### src/rtl/inert_cmd_seq.sv
// ---------------------------------------------------------------------------
// inert_cmd_seq
//
// Command sequencer in front of the SPI monarch for the inertial sensor.
// After a power-up delay it issues three configuration writes. It then
// services each data-ready interrupt with a low-byte read followed by a
// high-byte read. The assembled 16-bit yaw rate is presented with a
// one-cycle valid strobe.
//
// Handshake with the SPI monarch: snd is a one-cycle request pulse, and cmd
// is held stable from snd onwards. done is a level that the monarch drops
// after snd and raises when the transaction ends, with resp valid from that
// point. Only a rising edge of done (done & ~done_q) counts as completion, so
// a done level left high from the previous transaction is never taken as a
// new completion. A new snd is only issued after the outstanding transaction
// has completed.
//
// Optional build macro YAW_AVG_EN: when defined, four consecutive samples
// are summed in an 18-bit signed accumulator and yaw_rt takes the
// arithmetic-shifted mean, with vld asserted once per four read pairs.
//
// Ports:
//   clk, rst_n   clock, asynchronous active-low reset
//   INT          sensor data-ready (asynchronous, level-high)
//   done, resp   SPI completion level and response word
//   snd, cmd     SPI request pulse and command word
//   yaw_rt, vld  assembled yaw rate and its one-cycle update strobe
//   init_cmplt   sticky flag, set once the configuration writes are done
//   dbg_state    current FSM state, for observation only
// ---------------------------------------------------------------------------
module inert_cmd_seq #(
  parameter int          PWRUP_BITS = 16,
  parameter logic [15:0] INIT0      = 16'h0D02,
  parameter logic [15:0] INIT1      = 16'h1160,
  parameter logic [15:0] INIT2      = 16'h1440,
  parameter logic [15:0] RD_L       = 16'hA600,
  parameter logic [15:0] RD_H       = 16'hA700
) (
  input  logic        clk,
  input  logic        rst_n,
  input  logic        INT,
  input  logic        done,
  input  logic [15:0] resp,
  output logic        snd,
  output logic [15:0] cmd,
  output logic [15:0] yaw_rt,
  output logic        vld,
  output logic        init_cmplt,
  output logic [3:0]  dbg_state
);

  typedef enum logic [3:0] {
    PWRUP = 4'd0,
    W0    = 4'd1,
    W0_WT = 4'd2,
    W1    = 4'd3,
    W1_WT = 4'd4,
    W2    = 4'd5,
    W2_WT = 4'd6,
    IDLE  = 4'd7,
    RL    = 4'd8,
    RL_WT = 4'd9,
    RH    = 4'd10,
    RH_WT = 4'd11
  } state_t;

  state_t                state_q, state_d;
  logic [PWRUP_BITS-1:0] tmr_q, tmr_d;
  logic                  int_meta_q, int_s_q;
  logic                  done_q;
  logic                  snd_q, snd_d;
  logic [15:0]           cmd_q, cmd_d;
  logic [7:0]            yaw_l_q, yaw_l_d;
  logic [15:0]           yaw_rt_q, yaw_rt_d;
  logic                  vld_q, vld_d;
  logic                  init_q, init_d;
  logic                  done_rise;
  logic [15:0]           sample;

`ifdef YAW_AVG_EN
  logic signed [17:0]    acc_q, acc_d;
  logic [1:0]            cnt_q, cnt_d;
  logic signed [17:0]    sum;
`endif

  // Only the low byte of each read response carries data.
  logic unused_resp_hi;
  assign unused_resp_hi = &{1'b0, resp[15:8]};

  assign done_rise = done & ~done_q;
  assign sample    = {resp[7:0], yaw_l_q};

  always_ff @(posedge clk or negedge rst_n) begin
    if (!rst_n) begin
      state_q    <= PWRUP;
      tmr_q      <= '0;
      int_meta_q <= 1'b0;
      int_s_q    <= 1'b0;
      done_q     <= 1'b0;
      snd_q      <= 1'b0;
      cmd_q      <= '0;
      yaw_l_q    <= '0;
      yaw_rt_q   <= '0;
      vld_q      <= 1'b0;
      init_q     <= 1'b0;
    end else begin
      state_q    <= state_d;
      tmr_q      <= tmr_d;
      int_meta_q <= INT;
      int_s_q    <= int_meta_q;
      done_q     <= done;
      snd_q      <= snd_d;
      cmd_q      <= cmd_d;
      yaw_l_q    <= yaw_l_d;
      yaw_rt_q   <= yaw_rt_d;
      vld_q      <= vld_d;
      init_q     <= init_d;
    end
  end

`ifdef YAW_AVG_EN
  always_ff @(posedge clk or negedge rst_n) begin
    if (!rst_n) begin
      acc_q <= '0;
      cnt_q <= '0;
    end else begin
      acc_q <= acc_d;
      cnt_q <= cnt_d;
    end
  end
`endif

  // snd and cmd are registered on the transition into a send state, so the
  // pulse coincides with the cycle the FSM spends in W0/W1/W2/RL/RH.
  always_comb begin
    state_d  = state_q;
    tmr_d    = tmr_q;
    snd_d    = 1'b0;
    cmd_d    = cmd_q;
    yaw_l_d  = yaw_l_q;
    yaw_rt_d = yaw_rt_q;
    vld_d    = 1'b0;
    init_d   = init_q;
`ifdef YAW_AVG_EN
    acc_d    = acc_q;
    cnt_d    = cnt_q;
    sum      = acc_q + {{2{sample[15]}}, sample};
`endif

    // The timer is only cleared by reset; it simply stops counting once
    // the FSM has left PWRUP.
    if (state_q == PWRUP) tmr_d = tmr_q + 1'b1;

    case (state_q)
      PWRUP: if (&tmr_q) begin
        state_d = W0;
        snd_d   = 1'b1;
        cmd_d   = INIT0;
      end
      W0: state_d = W0_WT;
      W0_WT: if (done_rise) begin
        state_d = W1;
        snd_d   = 1'b1;
        cmd_d   = INIT1;
      end
      W1: state_d = W1_WT;
      W1_WT: if (done_rise) begin
        state_d = W2;
        snd_d   = 1'b1;
        cmd_d   = INIT2;
      end
      W2: state_d = W2_WT;
      W2_WT: if (done_rise) begin
        state_d = IDLE;
        init_d  = 1'b1;
      end
      IDLE: if (int_s_q) begin
        state_d = RL;
        snd_d   = 1'b1;
        cmd_d   = RD_L;
      end
      RL: state_d = RL_WT;
      RL_WT: if (done_rise) begin
        state_d = RH;
        snd_d   = 1'b1;
        cmd_d   = RD_H;
        yaw_l_d = resp[7:0];
      end
      RH: state_d = RH_WT;
      RH_WT: if (done_rise) begin
        state_d = IDLE;
`ifdef YAW_AVG_EN
        // sum[17:2] is sum >>> 2 truncated to 16 bits (rounds toward -inf).
        if (cnt_q == 2'd3) begin
          yaw_rt_d = sum[17:2];
          vld_d    = 1'b1;
          acc_d    = '0;
          cnt_d    = '0;
        end else begin
          acc_d = sum;
          cnt_d = cnt_q + 2'd1;
        end
`else
        yaw_rt_d = sample;
        vld_d    = 1'b1;
`endif
      end
      default: state_d = PWRUP;
    endcase
  end

  assign snd        = snd_q;
  assign cmd        = cmd_q;
  assign yaw_rt     = yaw_rt_q;
  assign vld        = vld_q;
  assign init_cmplt = init_q;
  assign dbg_state  = state_q;

endmodule

### config.mk
export PLATFORM = sky130hd
export DESIGN_NAME = inert_cmd_seq
export DESIGN_NICKNAME = d
export VERILOG_FILES = /design/src/rtl/inert_cmd_seq.sv
export SDC_FILE = /design/constraint.sdc
export NUM_CORES = 1
export LEC_CHECK = 0
export ABC_AREA = 0
export BUFFER_PORTS_ARGS = -buffer_cell sky130_fd_sc_hd__buf_4
export CAP_MARGIN = 25
export CELL_PAD_IN_SITES_DETAIL_PLACEMENT = 1
export CELL_PAD_IN_SITES_GLOBAL_PLACEMENT = 1
export CORE_ASPECT_RATIO = 0.9
export CORE_MARGIN = 4
export CORE_UTILIZATION = 45
export CTS_CLUSTER_DIAMETER = 30
export DETAILED_ROUTE_END_ITERATION = 10
export PLACE_DENSITY = 0.94
export SLEW_MARGIN = 15
export SYNTH_ARGS = -nofsm -noshare
export SYNTH_HDL_FRONTEND = slang
export SYNTH_SLANG_ARGS = --single-unit
### constraint.sdc
create_clock -name clk -period 4.9 [get_ports clk]
set_clock_uncertainty 0.15 [all_clocks]
set_input_delay 0.245 -clock clk [delete_from_list [all_inputs] [get_ports clk]]
set_output_delay 0.245 -clock clk [all_outputs]
set_load 0.01 [all_outputs]
**After elaboration in Yosys (flattened, before gate mapping)**

Index checks and enable logic that the tools add are counted.

- Register bits after elaboration: 66
- Logic and storage cells: 59

- $add $sub $neg: 1
- Eq/ne operators: 17
- Muxes and demuxes: 18
- Bitwise operators: 2
- Reduce and logical (&&, ||, !) cells: 10

Operators with widths:

| operator | number |
|---|---|
| two-way mux 16 bit | 5 |
| one-hot mux 16 bit (5 select lines) | 1 |
| one-hot mux 4 bit (11 select lines) | 1 |
| two-way mux 4 bit | 6 |
| adder 16 x 1 -> 16 bit, second input constant | 1 |
| equality test 4 x 3 -> 1 bit, second input constant | 4 |
| equality test 4 bit, second input constant | 4 |
| AND reduction 16 bit | 1 |
| AND reduction 6 bit | 2 |
| equality test 4 x 2 -> 1 bit, second input constant | 2 |
| != test 2 bit, second input constant | 4 |
| AND reduction 2 bit | 3 |
| nonzero test 5 bit | 1 |
| equality test 4 x 1 -> 1 bit, second input constant | 1 |
| zero test 4 bit | 1 |
| two-way mux 1 bit | 4 |
| != test 2 x 1 -> 1 bit, second input constant | 2 |
| one-hot mux 1 bit (3 select lines) | 1 |
| OR reduction 3 bit | 1 |
| OR reduction 2 bit | 1 |
| AND 1 bit | 1 |
| inverter 1 bit | 1 |

**Logic depth before layout (Yosys ltp)**

Gate-level depths: netlist of run 1.

- Depth in word-level cells: 4
- Mapped depth: 7
- Mapped depth without buffers: 6

**Least setup slack after synthesis of run 1**

OpenSTA, ideal clock, no wires.

- Path kind: register -> register
- Start point: reg state_q[2], in the netlist dbg_state[2]
- End point: reg cmd_q[12], in the netlist cmd[12]
- Arrival: 1775 ps
- Slack: 2847 ps
- Stages on the path, launching flop included: 8
- Buffers on the path: 2
- Clock period less this slack: 2053 ps
- Cells stage by stage: dfrtp_1 > buf_4 > inv_2 > nand2_1 > or4_1 > buf_4 > nand4_4 > mux2_1

- Cells in the longest elaborated chain, start to end: 3
- Elaborated cells between the ends (all ways): 13
- Classes of those cells: eq/ne (9); mux (1); reduce/logical (3)

RTL lines:

| what | line | text |
|---|---|---|
| start: declaration | 67 | `state_t state_q, state_d;` |
| start signal: assignment | 107 | `state_q <= state_d;` |
| equality test 4 bit, or another cell as far along | 154 | `case (state_q)` |
| nonzero test 5 bit (no line), or another cell as far along | - |  |
| AND reduction 6 bit (no line) | - |  |
| end signal: assignment | 113 | `cmd_q <= cmd_d;` |
| end: declaration | 72 | `logic [15:0] cmd_q, cmd_d;` |

Several ways; a longest one is shown, not always the timed one.
A chain may end at the register's enable or synchronous reset.

**Final worst setup path of run 1**

Ends and elaborated chain as after synthesis.

==> results.sh, run 1 <==
export IMPL_run_status="finished, final reports clean"
export IMPL_clock_sinks=56
export IMPL_routed_wire_length_per_instance_um=18.84
export IMPL_cp_end_kind="flop"
export IMPL_worst_slew_pin_tran_ns=0.9111
export IMPL_maxCapViolCount=0
export IMPL_num_fill_cells=557
export IMPL_cp_max_fo=10
export IMPL_drtPass1Iterations=4
export IMPL_rsz0062_at_grt="false"
export IMPL_max_clock_freq_mhz=401.6
export IMPL_synth_seq_area_share_pct=56.48
export IMPL_gr_usage_all_layers_pct=18.32
export IMPL_layout_area_seq_sq_um=1401
export IMPL_count_of_nets_after_finishing=261
export IMPL_final_hold_worst_slack_ns=0.01725
export IMPL_grt_pass1_vias=1856
export IMPL_report_final_slew_viol_count=0
export IMPL_port_buffers=44
export IMPL_design_core_area_sq_um=5286
export IMPL_rows=25
export IMPL_grt_overflow=0
export IMPL_clock_pin_slew_reported_for_the_worst_setup_and_hold_paths_after_clock_tree_synthesis_ns=0.11
export IMPL_tritoncts_clock_tree="done"
export IMPL_finalInstanceArea_sq_um=2923
export IMPL_numCtsBuffers=5
export IMPL_grt_first_pass_wirelength_um=9666
export IMPL_vias=1621
export IMPL_cts_post_setup_buffers_inserted=0
export IMPL_hold_violations=0
export IMPL_post_route_min_period_ns=2.490
export IMPL_gp_routability_congestion=0.7840
export IMPL_grt_max_degree=57
export IMPL_initial_core_util_pct=46.93
export IMPL_maxSlewHeadroom_pct=39.26
export IMPL_ir_worst_vdd_mv=0.2701
export IMPL_netlist_cell_type_count=42
export IMPL_cts_root_buffer="sky130_fd_sc_hd__clkbuf_8"
export IMPL_cp_required_ns=4.95
export IMPL_die_area_sq_um=6767
export IMPL_detail_route_wirelength_um=5802
export IMPL_antenna_violating_nets_post_route=0
export IMPL_synth_largest_type_area_fraction_pct=56.48
export IMPL_avgSynthCellArea_sq_um=12.59
export IMPL_crit_type="reg2reg"
export IMPL_wl_met1_um=2396
export IMPL_critPathArrivalTime_ns=2.54
export IMPL_async_reset_ff_share_pct=100.0
export IMPL_vias_per_cell=5.263
export IMPL_drc=0
export IMPL_ys_ff_latch=56
export IMPL_die_height_um=78.45
export IMPL_multi_input_area_sq_um=944.7
export IMPL_antenna_found_initial=0
export IMPL_synth_area_leaders="sky130_fd_sc_hd__dfrtp_1 56%, sky130_fd_sc_hd__mux2_2 7.3%, sky130_fd_sc_hd__mux2_4 5.4%"
export IMPL_top_level_ports=59
export IMPL_cts_path_max_buffers=2
export IMPL_cts_htree_levels=2
export IMPL_finish_utilization_pct=55.29
export IMPL_dr_wl_met2_um=3071
export IMPL_leakage_nw=1.452
export IMPL_numPlacedInstances=295
export IMPL_route_met3_wl_um=274
export IMPL_synthesis_area_sq_um=2481
export IMPL_drt_iter0_drc=89
export IMPL_post_synthesis_cells=197
export IMPL_die_width_um=86.27
export IMPL_synth_warnings=0
export IMPL_top_signal_layer_used="met4"
export IMPL_syn_to_final_growth_pct=17.80
export IMPL_min_period_over_period_pct=50.82
export IMPL_placedInstanceArea_sq_um=2783
export IMPL_synth_enable_flop_cells=0
export IMPL_powerDensity_nw_per_um2=487.9
export IMPL_post_synth_top_area_cell="sky130_fd_sc_hd__dfrtp_1"
export IMPL_layout_drive_gt1_share_pct=36.51
export IMPL_fin_setup_tns_ns=0
export IMPL_hold_path_class="in2reg"
export IMPL_place_hpwl_um=4121
export IMPL_startpoint_type="flop"
export IMPL_final_cell_count_no_fill=308
export IMPL_clock_latency_ns=0.32
export IMPL_ys_flop_type="sky130_fd_sc_hd__dfrtp_1"
export IMPL_insertedDiodeCount=0
export IMPL_setup_viol=0
-- path summary, 6_finish.rpt --
path                         startpoint          to  slack, ns  cells past startpoint
hold / removal                  resp[7]  yaw_rt[15]       0.02                      2
min in group asynchronous         rst_n  yaw_l_q[0]       0.37                      2
hold reg to reg              int_meta_q     int_s_q       0.20                      0
max in group asynchronous         rst_n   tmr_q[11]       3.78                      2
setup / recovery           dbg_state[2]     cmd[12]       2.41                      5
setup reg to reg           dbg_state[2]     cmd[12]       2.41                      5
-- cells in the final DEF (no fill, tap or decap), types with 4 or more instances in the layout --
cell type | synthesis | final
sky130_fd_sc_hd__nand4_1 | 4 | 4
sky130_fd_sc_hd__a21oi_1 | 4 | 4
sky130_fd_sc_hd__xor2_1 | 6 | 6
sky130_fd_sc_hd__inv_1 | 5 | 5
sky130_fd_sc_hd__mux2_2 | 16 | 16
sky130_fd_sc_hd__mux2_4 | 9 | 9
sky130_fd_sc_hd__nor2_1 | 9 | 9
sky130_fd_sc_hd__nand2_1 | 17 | 17
sky130_fd_sc_hd__buf_4 | 12 | 44
sky130_fd_sc_hd__nand3_1 | 7 | 7
sky130_fd_sc_hd__dfrtp_1 | 56 | 56
sky130_fd_sc_hd__xnor2_1 | 10 | 10
sky130_fd_sc_hd__conb_1 | 1 | 6
sky130_fd_sc_hd__clkbuf_8 | 0 | 5
sky130_fd_sc_hd__dlygate4sd3_1 | 0 | 5
-- cell usage after synthesis (2+ instances only) --
cell	instances
sky130_fd_sc_hd__a21oi_1	4
sky130_fd_sc_hd__and3_1	2
sky130_fd_sc_hd__buf_2	3
sky130_fd_sc_hd__buf_4	12
sky130_fd_sc_hd__buf_6	2
sky130_fd_sc_hd__dfrtp_1	56
sky130_fd_sc_hd__inv_1	5
sky130_fd_sc_hd__mux2_2	16
sky130_fd_sc_hd__mux2_4	9
sky130_fd_sc_hd__nand2_1	17
sky130_fd_sc_hd__nand3_1	7
sky130_fd_sc_hd__nand4_1	4
sky130_fd_sc_hd__nor2_1	9
sky130_fd_sc_hd__nor2_2	3
sky130_fd_sc_hd__nor3_1	2
sky130_fd_sc_hd__o21a_1	3
sky130_fd_sc_hd__o21ai_0	3
sky130_fd_sc_hd__o22ai_1	2
sky130_fd_sc_hd__xnor2_1	10
sky130_fd_sc_hd__xor2_1	6
-- routing by layer --
metal	vias to the layer above	global-route usage [%]
met5	-	0
met2	46	32.13
met4	0	4.206
met1	830	23.46
met3	6	3.358
li1	739	-
-- logic make-up (layout without fill, tap and decap cells) --
| logic type | Yosys count | in the layout | share of synthesized area (%) |
|---|---|---|---|
| buf+inv | 24 | 63 | 6.202 |
| simple gates | 55 | 55 | 13.01 |
| mux | 27 | 27 | 13.57 |
| compound gates | 17 | 17 | 4.437 |
| xor+xnor | 16 | 16 | 5.648 |
| flops | 56 | 56 | 56.48 |
| other cells | 1 | 6 | 0.1511 |
| fa+ha+maj | 1 | 1 | 0.5042 |
-- cell type report --
type,count,share of cell area (%)
flip-flops and latches,56,47.95
well taps,67,2.868
inverters,6,0.7705
repair buffers,49,13.01
clock inverters,3,0.7277
clock buffers,5,2.354
multi-input cells,122,32.32
-- metrics by stage --
step           worst slack [ns]  total power, W
6_report                  2.410        0.001426
5_1_grt                   2.310        0.001516
4_1_cts                   2.432        0.001433
3_3_place_gp              2.574        0.001122
2_1_floorplan             2.848       0.0009663
3_5_place_dp              2.429        0.001175
-- registers in the layout (all words and copies together) (netlist names) --
| register | count |
|---|---|
| dbg_state | 4 |
| done_q | 1 |
| cmd | 6 |
| yaw_l_q | 8 |
| snd | 1 |
| yaw_rt | 16 |
| int_meta_q | 1 |
| vld | 1 |
| init_cmplt | 1 |
| tmr_q | 16 |
| int_s_q | 1 |
-- power by group --
group          internal, W  switching, W  leakage [nW]
sequential        0.000575      0.000133         0.722
clock             0.000102      0.000154        0.0445
combinational     0.000248      0.000214         0.686
total             0.000925      0.000501          1.45
-- critical path, cell delays in order, from the launching register on --
cell and delay, ns:
sky130_fd_sc_hd__dfrtp_1 0.54, sky130_fd_sc_hd__inv_2 0.18, sky130_fd_sc_hd__nand2_1 0.14, sky130_fd_sc_hd__or4_1 0.80, sky130_fd_sc_hd__nand4_4 0.23, sky130_fd_sc_hd__mux2_1 0.34
-- timing repair --
| item | CTS | global route |
|---|---|---|
| hold buffers | 3 | 2 |
| gates resized for setup | 0 | 0 |
| hold endpoints to repair | 58 | 2 |
Note: power is estimated with default switching activity, not from simulation.
==> run 2, diff against run 1 <==
Settings changed: CORE_UTILIZATION 45 to 42, PLACE_DENSITY 0.94 to 0.89.
Clock period 4.9 ns to 2.4 ns, I/O delays scaled along.
==> run 2 against run 1 <==
Against the previous run: utilization fell by 1.1 points; clock power rose to 2.8 times the previous value; worst setup slack got worse by 2.1 ns; maximum frequency rose by 21%; via count rose by 1.8%; largest cell class unchanged.
==> results.sh, run 2 (same netlist as run 1, synthesis figures left out) <==
export IMPL_antenna_violating_nets_post_route=0
export IMPL_max_clock_freq_mhz=486.2
export IMPL_cp_end_kind="flop"
export IMPL_total_of_cells_resized_after_clock_tree_synthesis=0
export IMPL_design_core_area_sq_um=5693
export IMPL_tritoncts_clock_tree="done"
export IMPL_die_area_sq_um=7203
export IMPL_most_frequent_cells_in_the_layout="56 x sky130_fd_sc_hd__dfrtp_1, 52 x sky130_fd_sc_hd__buf_4, 17 x sky130_fd_sc_hd__nand2_1"
export IMPL_insertedDiodeCount=0
export IMPL_port_buffers=44
export IMPL_layout_drive_gt1_share_pct=37.40
export IMPL_grt_pass1_vias=1787
export IMPL_finish_utilization_pct=54.20
export IMPL_cp_required_ns=2.45
export IMPL_use_met1_pct=20.21
export IMPL_hold_path_class="reg2reg"
export IMPL_clock_latency_ns=0.31
export IMPL_count_of_nets_after_finishing=275
export IMPL_timing_final_ws_setup_ns=0.3430
export IMPL_die_height_um=80.92
export IMPL_layout_cells_most_common="sky130_fd_sc_hd__dfrtp_1"
export IMPL_drt_iter0_drc=54
export IMPL_post_route_min_period_ns=2.057
export IMPL_vias_per_cell=5.093
export IMPL_path_delay_family="simple AND/OR/NAND/NOR gates"
export IMPL_num_fill_cells=576
export IMPL_drc=0
export IMPL_critPathSlowestCell="sky130_fd_sc_hd__or4_1"
export IMPL_rsz0062_at_grt="false"
export IMPL_cts_root_buffer="sky130_fd_sc_hd__clkbuf_8"
export IMPL_ir_worst_vdd_mv=0.5240
export IMPL_final_hold_worst_slack_ns=0.2046
export IMPL_clock_pin_slew_reported_for_the_worst_setup_and_hold_paths_after_clock_tree_synthesis_ns=0.10
export IMPL_crit_buf_inv=1
export IMPL_cts_htree_levels=2
export IMPL_numCtsBuffers=5
export IMPL_place_hpwl_um=3903
export IMPL_grt_overflow=0
export IMPL_timing_critical_path_slowest_cell_delay_ns=0.58
export IMPL_grt_max_degree=57
export IMPL_drtPass1Iterations=4
export IMPL_antenna_found_initial=0
export IMPL_maxSlewHeadroom_pct=53.76
export IMPL_top_level_ports=59
export IMPL_dpl_ws_ns=0.3836
export IMPL_grt_busiest_layer="met2"
export IMPL_maxCapViolCount=0
export IMPL_cts_path_max_buffers=2
export IMPL_gp_routability_congestion=0.7610
export IMPL_vias=1650
export IMPL_critPathArrivalTime_ns=2.10
export IMPL_multi_input_area_sq_um=944.7
export IMPL_grt_first_pass_wirelength_um=9114
export IMPL_leakage_nw=1.535
export IMPL_min_period_over_period_pct=85.71
export IMPL_hold_violations=0
export IMPL_powerDensity_nw_per_um2=1014
export IMPL_rows=26
export IMPL_clock_sinks=56
export IMPL_report_final_slew_viol_count=0
export IMPL_run_status="finished, final reports clean"
export IMPL_gr_usage_all_layers_pct=16.58
export IMPL_fin_setup_tns_ns=0
export IMPL_detail_route_wirelength_um=5546
export IMPL_crit_type="reg2reg"
export IMPL_setup_viol=0
export IMPL_routed_wire_length_per_instance_um=17.12
export IMPL_finalPower_w=0.003129
export IMPL_die_width_um=89.02
export IMPL_grtUsageMet3_pct=4.158
export IMPL_grtUsageMet2_pct=29.82
export IMPL_layout_area_seq_sq_um=1401
export IMPL_initial_core_util_pct=43.58
export IMPL_crit_path_cell_trace="nand2_1 -> or4_1 -> buf_4 -> mux2_2"
export IMPL_syn_to_final_growth_pct=24.36
export IMPL_startpoint_type="flop"
export IMPL_worst_slew_pin_tran_ns=0.6936
export IMPL_cp_max_fo=9
## run 2: cell types whose count changed in the layout (fill, tap and decap cells not counted)
cell	previous run	this run
sky130_fd_sc_hd__dlygate4sd3_1	5	11
sky130_fd_sc_hd__inv_6	1	0
sky130_fd_sc_hd__clkinv_2	1	0
sky130_fd_sc_hd__bufinv_16	0	2
sky130_fd_sc_hd__buf_4	44	52
sky130_fd_sc_hd__clkinvlp_4	1	0
## run 2: worst paths after layout
| path | startpoint | end | slack [ns] | cells after the start |
|---|---|---|---|---|
| min in group asynchronous | rst_n | yaw_rt[0] | 0.24 | 2 |
| setup reg to reg | dbg_state[3] | yaw_l_q[0] | 0.34 | 4 |
| setup / recovery | dbg_state[3] | yaw_l_q[0] | 0.34 | 4 |
| hold / removal | int_meta_q | int_s_q | 0.20 | 0 |
| hold reg to reg | int_meta_q | int_s_q | 0.20 | 0 |
| max in group asynchronous | rst_n | dbg_state[1] | 1.40 | 2 |
## run 2: timing repair
action / 4_1_cts / 5_1_grt
hold endpoints to repair: 74 / 0
hold buffers: 11 / 0
setup buffers: 0 / 0
## run 2: worst register-to-register path, stage by stage (launching register included)
cell and delay [ns]:
sky130_fd_sc_hd__dfrtp_1 0.52, sky130_fd_sc_hd__nand2_1 0.18, sky130_fd_sc_hd__or4_1 0.58, sky130_fd_sc_hd__buf_4 0.23
sky130_fd_sc_hd__mux2_2 0.29
## run 2: area by class of cell
cell class / count / share of cell area (%)
repair buffers: 63 / 16.22
inverters: 6 / 0.7299
flip-flops and latches: 56 / 45.42
clock inverters: 2 / 1.946
multi-input cells: 122 / 30.62
clock buffers: 5 / 2.230
well taps: 70 / 2.839
## run 2: power breakdown
part / total, W / switching [W] / internal [W] / leakage, nW
clock: 0.000704 / 0.000293 / 0.000411 / 0.0642
sequential: 0.00139 / 0.000213 / 0.00117 / 0.722
combinational: 0.00104 / 0.000482 / 0.000555 / 0.749
## run 2: metrics by stage
stage,area (sq um),cells
floorplan,2500,202
global placement,2846,306
detailed placement,2846,306
CTS,3085,324
global route,3085,324
finish,3085,324
## run 2: layer usage
metal	vias up	part of all wire, %
met1	835	42
met4	0	0.90
met2	43	51
li1	765	-
met3	7	6.0
met5	-	0
==> run 3, diff against run 2 <==
Clock period 2.4 ns to 2.25 ns, I/O delays scaled along.
==> run 3 against run 2 <==
Against the previous run: design area decreased by 0.45%; die area unchanged; sequential cell count unchanged; non-clock buffer count unchanged; clock power decreased by 4.8%; first-iteration DRC count increased by 19%; wire length rose by 3.0%; maximum frequency decreased by 1.1%; cell count is 0.31% higher; combinational power is 9.6% higher; worst setup slack got worse by 0.17 ns; clock-buffer cell count stayed put; largest cell class unchanged.
==> results.sh, run 3 (same netlist as run 1, synthesis figures left out) <==
export IMPL_insertedDiodeCount=0
export IMPL_grt_max_degree=57
export IMPL_hold_violations=0
export IMPL_antenna_violating_nets_post_route=0
export IMPL_die_height_um=80.92
export IMPL_port_buffers=44
export IMPL_cts_root_buffer="sky130_fd_sc_hd__clkbuf_8"
export IMPL_worst_slew_pin_tran_ns=0.6947
export IMPL_crit_type="reg2reg"
export IMPL_layout_cells_most_common="sky130_fd_sc_hd__dfrtp_1"
export IMPL_cp_end_kind="flop"
export IMPL_max_clock_freq_mhz=481.0
export IMPL_routed_wire_length_per_instance_um=17.58
export IMPL_tritoncts_clock_tree="done"
export IMPL_top_level_ports=59
export IMPL_layout_drive_gt1_share_pct=37.65
export IMPL_gr_usage_all_layers_pct=16.38
export IMPL_report_final_slew_viol_count=0
export IMPL_detail_route_wirelength_um=5714
export IMPL_post_route_min_period_ns=2.079
export IMPL_design_core_area_sq_um=5693
export IMPL_num_fill_cells=585
export IMPL_cts_htree_levels=2
export IMPL_rsz0062_at_grt="false"
export IMPL_rows=26
export IMPL_finish_utilization_pct=53.96
export IMPL_maxCapViolCount=0
export IMPL_setup_viol=0
export IMPL_count_of_nets_after_finishing=275
export IMPL_layout_area_seq_sq_um=1401
export IMPL_place_hpwl_um=3742
export IMPL_initial_core_util_pct=43.58
export IMPL_cp_max_fo=8
export IMPL_most_frequent_cells_in_the_layout="56 x sky130_fd_sc_hd__dfrtp_1, 52 x sky130_fd_sc_hd__buf_4, 17 x sky130_fd_sc_hd__nand2_1"
export IMPL_numCtsBuffers=5
export IMPL_syn_to_final_growth_pct=23.80
export IMPL_multi_input_area_sq_um=944.7
export IMPL_leakage_nw=1.526
export IMPL_powerDensity_nw_per_um2=1066
export IMPL_gp_routability_congestion=0.8244
export IMPL_die_area_sq_um=7203
export IMPL_grt_first_pass_wirelength_um=8976
export IMPL_cts_path_max_buffers=2
export IMPL_drtPass1Iterations=4
export IMPL_fin_setup_tns_ns=0
export IMPL_clock_sinks=56
export IMPL_clock_pin_slew_reported_for_the_worst_setup_and_hold_paths_after_clock_tree_synthesis_ns=0.11
export IMPL_min_period_over_period_pct=92.40
export IMPL_antenna_found_initial=0
export IMPL_grt_overflow=0
export IMPL_die_width_um=89.02
export IMPL_vias_per_cell=5.055
export IMPL_vias=1643
export IMPL_cp_required_ns=2.31
export IMPL_run_status="finished, final reports clean"
export IMPL_critPathArrivalTime_ns=2.14
export IMPL_hold_path_class="reg2reg"
export IMPL_drc=0
export IMPL_grt_pass1_vias=1740
export IMPL_drt_iter0_drc=64
export IMPL_startpoint_type="flop"
export IMPL_clock_latency_ns=0.31
export IMPL_maxSlewHeadroom_pct=53.69
export IMPL_total_of_cells_resized_after_clock_tree_synthesis=0
export IMPL_ir_worst_vdd_mv=0.5967
-- run 3: power breakdown --
| group | switching [W] | total [W] | internal [W] |
|---|---|---|---|
| clock network | 0.000335 | 0.000670 | 0.000336 |
| registers | 0.000217 | 0.00147 | 0.00125 |
| logic | 0.000540 | 0.00114 | 0.000595 |
| total | 0.00109 | 0.00328 | 0.00218 |
-- run 3: path summary, 6_finish.rpt --
| path | start | endpoint | slack [ns] | depth (start not counted) |
|---|---|---|---|---|
| hold reg to reg | int_meta_q | int_s_q | 0.21 | 0 |
| hold / removal | int_meta_q | int_s_q | 0.21 | 0 |
| max in group asynchronous | rst_n | yaw_l_q[3] | 1.26 | 2 |
| min in group asynchronous | rst_n | cmd[12] | 0.24 | 2 |
| setup / recovery | dbg_state[3] | yaw_l_q[4] | 0.17 | 4 |
| setup reg to reg | dbg_state[3] | yaw_l_q[4] | 0.17 | 4 |
-- run 3: through the flow --
step                      hold WS, ns  power, W  instance area [sq um]  setup slack, ns  cells
after floorplan               -0.3331  0.002104                   2500           0.1975    202
after global placement        0.05369  0.002506                   2846           0.2687    306
after detailed placement      0.05674  0.002579                   2846           0.2369    306
after CTS                      0.2096  0.003295                   3072           0.1706    325
after global routing           0.2167  0.003465                   3072          0.08109    325
final                          0.2055  0.003275                   3072           0.1710    325
-- run 3: timing repair --
item,CTS,global route
setup buffers,0,0
hold buffers,11,0
hold endpoints to repair,74,0
-- run 3: cell type report --
type / count / area share [%]
flip-flops and latches: 56 / 45.62
multi-input cells: 122 / 30.75
clock buffers: 5 / 2.240
repair buffers: 63 / 16.29
inverters: 6 / 0.7332
well taps: 70 / 2.851
clock inverters: 3 / 1.507
-- run 3: critical path, stage by stage (launching register included) --
cell                      delay, ns
sky130_fd_sc_hd__dfrtp_1       0.53
sky130_fd_sc_hd__nand2_1       0.16
sky130_fd_sc_hd__or4_1         0.61
sky130_fd_sc_hd__buf_4         0.23
sky130_fd_sc_hd__mux2_2        0.29
-- run 3: per-layer routing --
layer	share of wire [%]	vias to the layer above	track usage, %
met5	0	-	0
met4	0.61	0	3.125
met3	4.9	5	3.245
met2	52	38	30.71
met1	42	835	19.42
li1	-	765	-
